--- config.mk ---
export PLATFORM = sky130hd
export DESIGN_NAME = alu_issue_ctrl
export DESIGN_NICKNAME = d
export VERILOG_FILES = /design/src/rtl/alu_issue_ctrl.sv
export SDC_FILE = /design/constraint.sdc
export NUM_CORES = 1
export LEC_CHECK = 0
export CORE_AREA = 8 8 98 64
export CTS_CLUSTER_DIAMETER = 100
export DETAILED_ROUTE_END_ITERATION = 7
export DIE_AREA = 0 0 106 72
export PLACE_DENSITY = 0.85
export SYNTH_ARGS = -nofsm -noshare
export SYNTH_HDL_FRONTEND = slang
export SYNTH_SLANG_ARGS = --single-unit
--- constraint.sdc ---
create_clock -name clk_i -period 2.16 [get_ports clk_i]
set_input_delay 0.648 -clock clk_i [delete_from_list [all_inputs] [get_ports clk_i]]
set_output_delay 0.648 -clock clk_i [all_outputs]
set_load 0.03 [all_outputs]
--- src/rtl/alu_issue_ctrl.sv ---
//==============================================================================
// alu_issue_ctrl : issues 8-bit commands to an external combinational ALU,
//                  sequencing multi-pass shifts and holding responses. Rev 1.0
//==============================================================================
`default_nettype none

module alu_issue_ctrl (
   input  logic       clk_i,
   input  logic       rst_ni,
   input  logic       cmd_valid_i,
   output logic       cmd_ready_o,
   input  logic [3:0] cmd_op_i,
   input  logic [7:0] cmd_a_i,
   input  logic [7:0] cmd_b_i,
   output logic [7:0] alu_a_o,
   output logic [7:0] alu_b_o,
   output logic [2:0] alu_cont_o,
   input  logic [7:0] alu_result_i,
   input  logic       alu_z_i,
   input  logic       alu_n_i,
   input  logic       alu_c_i,
   input  logic       alu_o_i,
   output logic       rsp_valid_o,
   input  logic       rsp_ready_i,
   output logic [7:0] rsp_result_o,
   output logic [3:0] rsp_flags_o,
   output logic       rsp_err_o,
   output logic [3:0] stat_flags_o
);

   localparam logic [1:0] S_IDLE = 2'd0;
   localparam logic [1:0] S_EXEC = 2'd1;
   localparam logic [1:0] S_ITER = 2'd2;
   localparam logic [1:0] S_RESP = 2'd3;

   localparam logic [2:0] C_MOV = 3'b001;

   logic [1:0] state_q,      state_d;
   logic [7:0] alu_a_q,      alu_a_d;
   logic [7:0] alu_b_q,      alu_b_d;
   logic [2:0] alu_cont_q,   alu_cont_d;
   logic [2:0] cnt_q,        cnt_d;
   logic       use_a_q,      use_a_d;
   logic [7:0] rsp_result_q, rsp_result_d;
   logic [3:0] rsp_flags_q,  rsp_flags_d;
   logic       rsp_err_q,    rsp_err_d;
   logic [3:0] stat_flags_q, stat_flags_d;

   logic       dec_legal;
   logic [2:0] dec_cont;
   logic [2:0] dec_cnt;
   logic       dec_use_a;
   logic [3:0] alu_flags;
   logic [2:0] shift_k;

   assign shift_k   = cmd_b_i[2:0];
   assign alu_flags = {alu_z_i, alu_n_i, alu_c_i, alu_o_i};

   // Shift count of zero degenerates to a single MOV pass that returns operand A.
   always_comb begin
      dec_legal = 1'b1;
      dec_cont  = C_MOV;
      dec_cnt   = 3'd0;
      dec_use_a = 1'b0;
      case (cmd_op_i)
         4'b0000: dec_cont = 3'b000;
         4'b0001: dec_cont = 3'b001;
         4'b0010: dec_cont = 3'b010;
         4'b0011: dec_cont = 3'b011;
         4'b0100: dec_cont = 3'b100;
         4'b0101: dec_cont = 3'b101;
         4'b0111: dec_cont = 3'b111;
         4'b1000: begin
            dec_cont  = (shift_k == 3'd0) ? C_MOV : 3'b111;
            dec_cnt   = shift_k;
            dec_use_a = (shift_k == 3'd0);
         end
         4'b1001: begin
            dec_cont  = (shift_k == 3'd0) ? C_MOV : 3'b011;
            dec_cnt   = shift_k;
            dec_use_a = (shift_k == 3'd0);
         end
         4'b1010: begin
            dec_cont  = 3'b010;
            dec_use_a = 1'b1;
         end
         default: dec_legal = 1'b0;
      endcase
   end

   always_comb begin
      state_d      = state_q;
      alu_a_d      = alu_a_q;
      alu_b_d      = alu_b_q;
      alu_cont_d   = alu_cont_q;
      cnt_d        = cnt_q;
      use_a_d      = use_a_q;
      rsp_result_d = rsp_result_q;
      rsp_flags_d  = rsp_flags_q;
      rsp_err_d    = rsp_err_q;
      stat_flags_d = stat_flags_q;
      case (state_q)
         S_IDLE: begin
            if (cmd_valid_i) begin
               alu_a_d    = cmd_a_i;
               alu_b_d    = cmd_b_i;
               alu_cont_d = dec_cont;
               cnt_d      = dec_cnt;
               use_a_d    = dec_use_a;
               if (dec_legal) begin
                  state_d = S_EXEC;
               end else begin
                  state_d      = S_RESP;
                  rsp_err_d    = 1'b1;
                  rsp_result_d = 8'h00;
                  rsp_flags_d  = 4'b0000;
               end
            end
         end
         S_EXEC, S_ITER: begin
            // cnt_q counts passes still to run including the current one.
            if (cnt_q > 3'd1) begin
               state_d = S_ITER;
               cnt_d   = cnt_q - 3'd1;
               alu_a_d = alu_result_i;
            end else begin
               state_d      = S_RESP;
               cnt_d        = 3'd0;
               rsp_result_d = use_a_q ? alu_a_q : alu_result_i;
               rsp_flags_d  = alu_flags;
               rsp_err_d    = 1'b0;
               stat_flags_d = alu_flags;
            end
         end
         S_RESP: begin
            if (rsp_ready_i) begin
               state_d = S_IDLE;
            end
         end
         default: state_d = S_IDLE;
      endcase
   end

   always_ff @(posedge clk_i) begin
      if (!rst_ni) begin
         state_q      <= S_IDLE;
         alu_a_q      <= 8'h00;
         alu_b_q      <= 8'h00;
         alu_cont_q   <= C_MOV;
         cnt_q        <= 3'd0;
         use_a_q      <= 1'b0;
         rsp_result_q <= 8'h00;
         rsp_flags_q  <= 4'b0000;
         rsp_err_q    <= 1'b0;
         stat_flags_q <= 4'b0000;
      end else begin
         state_q      <= state_d;
         alu_a_q      <= alu_a_d;
         alu_b_q      <= alu_b_d;
         alu_cont_q   <= alu_cont_d;
         cnt_q        <= cnt_d;
         use_a_q      <= use_a_d;
         rsp_result_q <= rsp_result_d;
         rsp_flags_q  <= rsp_flags_d;
         rsp_err_q    <= rsp_err_d;
         stat_flags_q <= stat_flags_d;
      end
   end

   assign cmd_ready_o  = (state_q == S_IDLE);
   assign rsp_valid_o  = (state_q == S_RESP);
   assign alu_a_o      = alu_a_q;
   assign alu_b_o      = alu_b_q;
   assign alu_cont_o   = alu_cont_q;
   assign rsp_result_o = rsp_result_q;
   assign rsp_flags_o  = rsp_flags_q;
   assign rsp_err_o    = rsp_err_q;
   assign stat_flags_o = stat_flags_q;

endmodule

`default_nettype wire

==> impl_metrics.ini <==
[power]
power_density_nw_per_um2 = 1360
swShare_pct = 41.9
p_sw_uw = 1710
p_clk_share_pct = 14.8
p_leak_uw = 0.00118
max-vdd-ir-drop_uv = 614
seqPwrFrac_pct = 27.5
power.total_uw = 4090
intPower_uw = 2380
combPwrFrac_pct = 57.7

[sta]
fin_crit_sh_pct = 93.8
setup_viol = 0
worstMarginPinSlew_ns = 0.788
period_minus_slack_ns = 2.03
maxSlewHeadroom_pct = 47.4
hold_violations = 0
fmax_mhz = 494
drv_slew = 0
rsz0062_at_grt = false
finalClockSkew_ns = 0.00825

[route]
firstDrtPassIters = 4
wirelength_um = 5860
ant_nets = 0
vias_per_cell = 5.19
remaining_drc_errors = 0
wl_per_cell_um = 15.8
drt_iter0_markers = 67
vias = 1919

[critical_path]
crit_family = buffers and inverters
path_buf_inv = 2
worstPathRequired_ns = 2.37
path_class = in2reg
cp_max_fo = 12
cp-start-kind = primary input
slowest_delay_ns = 0.48
end_kind = register
crit_path_top_delay_cell = clkdlybuf4s50_1
arrival_ns = 2.24
cp_cell_sequence = clkdlybuf4s50_1, a21o_1, a221o_1, nand3_2, buf_12, mux2i_1

[logic_synthesis]
synth_flop_cell = dfxtp_1
ys_top_cells_by_area = dfxtp_1 41%, mux2i_1 8.3%, nand2_1 8.1%
syn_nets = 263
netlist_area_um2 = 2050
ys_async_sr_fraction_pct = 0
syn_avg_cell_area_um2 = 9.17
netlist-cell-type-count = 45
synth_top_cell_area_share_pct = 41.1
synth.top_cells.by_count = 44 x nand2_1, 42 x dfxtp_1, 18 x a21oi_1
yosys.area.top_type = dfxtp_1
yosysSeqAreaShare_pct = 41.1
yosys.cell_count.top_type = nand2_1
yosys_register_bits = 42
synth_edf_count = 0
synthCells = 223
yosys_warnings = 0

[final_layout]
num-fill-cells = 423
seq_area_um2 = 841
n_antenna_cell = 0
area_growth_pct = 46.9
drive_gt1_share_pct = 13.5
final_area_um2 = 3000
multi_input_area_um2 = 1090
finalNetCount = 343

[floorplanning]
ioPinCount = 74
die_area_um2 = 7630
initial_utilization_pct = 41.9
core-area_um2 = 4880
rows = 20
chipWidth_um = 106
die_h_um = 72

[global_routing]
grt_pass1_vias = 1949
grtUsageTotal_pct = 15.7
grt_start_max_net_pins = 23
gr-total-overflow = 0
grt_pass1_wl_um = 9800
antenna_found_initial = 0

[place]
place_area_um2 = 2900
port_buffers = 73
hpwl_um = 4430
gp_congestion = 0.877

[hold_path]
hp-class = reg2reg

[clocking]
cts_buffer_depth = 2
cts_tree = done
cts-root-buf = clkbuf_8
clock_sinks = 42
hold_buffers = 0
cts.clk_slew.worst_paths_ns = 0.08
clkLatencyLatePin_ns = 0.29
htreeDepth = 2
cts_inserted_buffers = 5

[job]
drv_cap = 0

[run_status]
status = finished clean
==> stage by stage <==
step                instances  TNS (ns)  utilization, %  hold WS (ns)  setup WS, ns
global placement          362    -0.386            59.4         0.442       -0.0433
finish                    370         0            61.6         0.455         0.134
global route              370         0            61.6         0.477        0.0319
detailed placement        362     -1.19            59.4         0.447        -0.120
CTS                       370         0            61.5         0.458        0.0334
floorplan                 223         0               -         0.471         0.370
==> logic make-up (layout without fill, tap and decap cells) <==
group | after synthesis | in the layout | synth area share (%)
AO/OA/AOI/OAI | 55 | 55 | 19.7
flip-flops | 42 | 42 | 41.1
adder cells (fa/ha/maj) | 4 | 4 | 2.45
multiplexers | 26 | 26 | 13.5
buffers and inverters | 20 | 101 | 5.63
AND/OR/NAND/NOR | 76 | 76 | 17.7
==> sequential cells by signal, indices dropped and copies added (netlist names) <==
name	cells
rsp_result_o	8
alu_cont_o	3
alu_b_o	8
alu_a_o	8
stat_flags_o	4
rsp_err_o	1
rsp_flags_o	4
state_q	2
cnt_q	3
use_a_q	1
==> worst paths after layout <==
kind               start               to  slack (ns)  depth (start not counted)
max          cmd_op_i[1]  rsp_result_o[7]        0.13                          6
max reg2reg   state_q[1]   rsp_flags_o[1]        0.25                          7
min reg2reg   alu_b_o[5]       alu_b_o[5]        0.46                          2
min           alu_b_o[5]       alu_b_o[5]        0.46                          2
==> worst reg2reg max path: stages, from the launching register on <==
cell	delay, ns
dfxtp_1	0.36
inv_1	0.07
ha_1	0.41
nor2b_1	0.22
a221o_1	0.22
nand3_2	0.12
buf_12	0.18
a32o_1	0.26
==> layout make-up <==
class                   count  area share [%]
well taps                  66            2.75
inverters                   6           0.750
repair buffers             87            28.7
clock buffers               7            2.54
flip-flops and latches     42            28.0
multi-input cells         161            36.3
clock inverters             1            1.00
==> metal layers <==
metal / wire length (um) / up-vias / track usage, %
li1: - / 949 / -
met1: 2820 / 895 / 20.3
met2: 2550 / 69 / 24.8
met3: 436 / 6 / 5.31
met4: 52 / 0 / 3.41
met5: 0 / - / 0
==> layout by cell type, fill, tap and decap left out, types with 2 or more instances in the layout <==
cell             netlist  layout
a211oi_1               7       7
a211oi_2               2       2
a21oi_1               18      18
a2bb2oi_1              2       2
a32o_1                 5       5
and2_1                 2       2
buf_12                 0       2
buf_4                  0      12
clkbuf_1               6       2
clkbuf_8               0       5
clkdlybuf4s50_1        0      71
dfxtp_1               42      42
ha_1                   4       4
inv_1                  6       6
mux2_2                 8       8
mux2i_1               17      17
nand2_1               44      44
nand3_1                4       4
nand4b_1               2       2
nor2_1                 9       9
nor2_2                 2       2
nor2b_1                4       4
o21ai_0                7       7
or3_1                  2       2
==> power by group through the flow <==
stage | registers, uW | logic [uW] | clock network, uW
global route | 1150 | 2570 | 649
global placement | 1130 | 2320 | 0
detailed placement | 1140 | 2370 | 0
floorplan | 1430 | 1320 | 0
finish | 1120 | 2360 | 606
CTS | 1120 | 2380 | 610
==> what timing repair did <==
action	in CTS	in global routing
buffers inserted	0	0
resized for setup	1	1
setup endpoints to repair	1	1
Power figures use the tool's default switching activity.
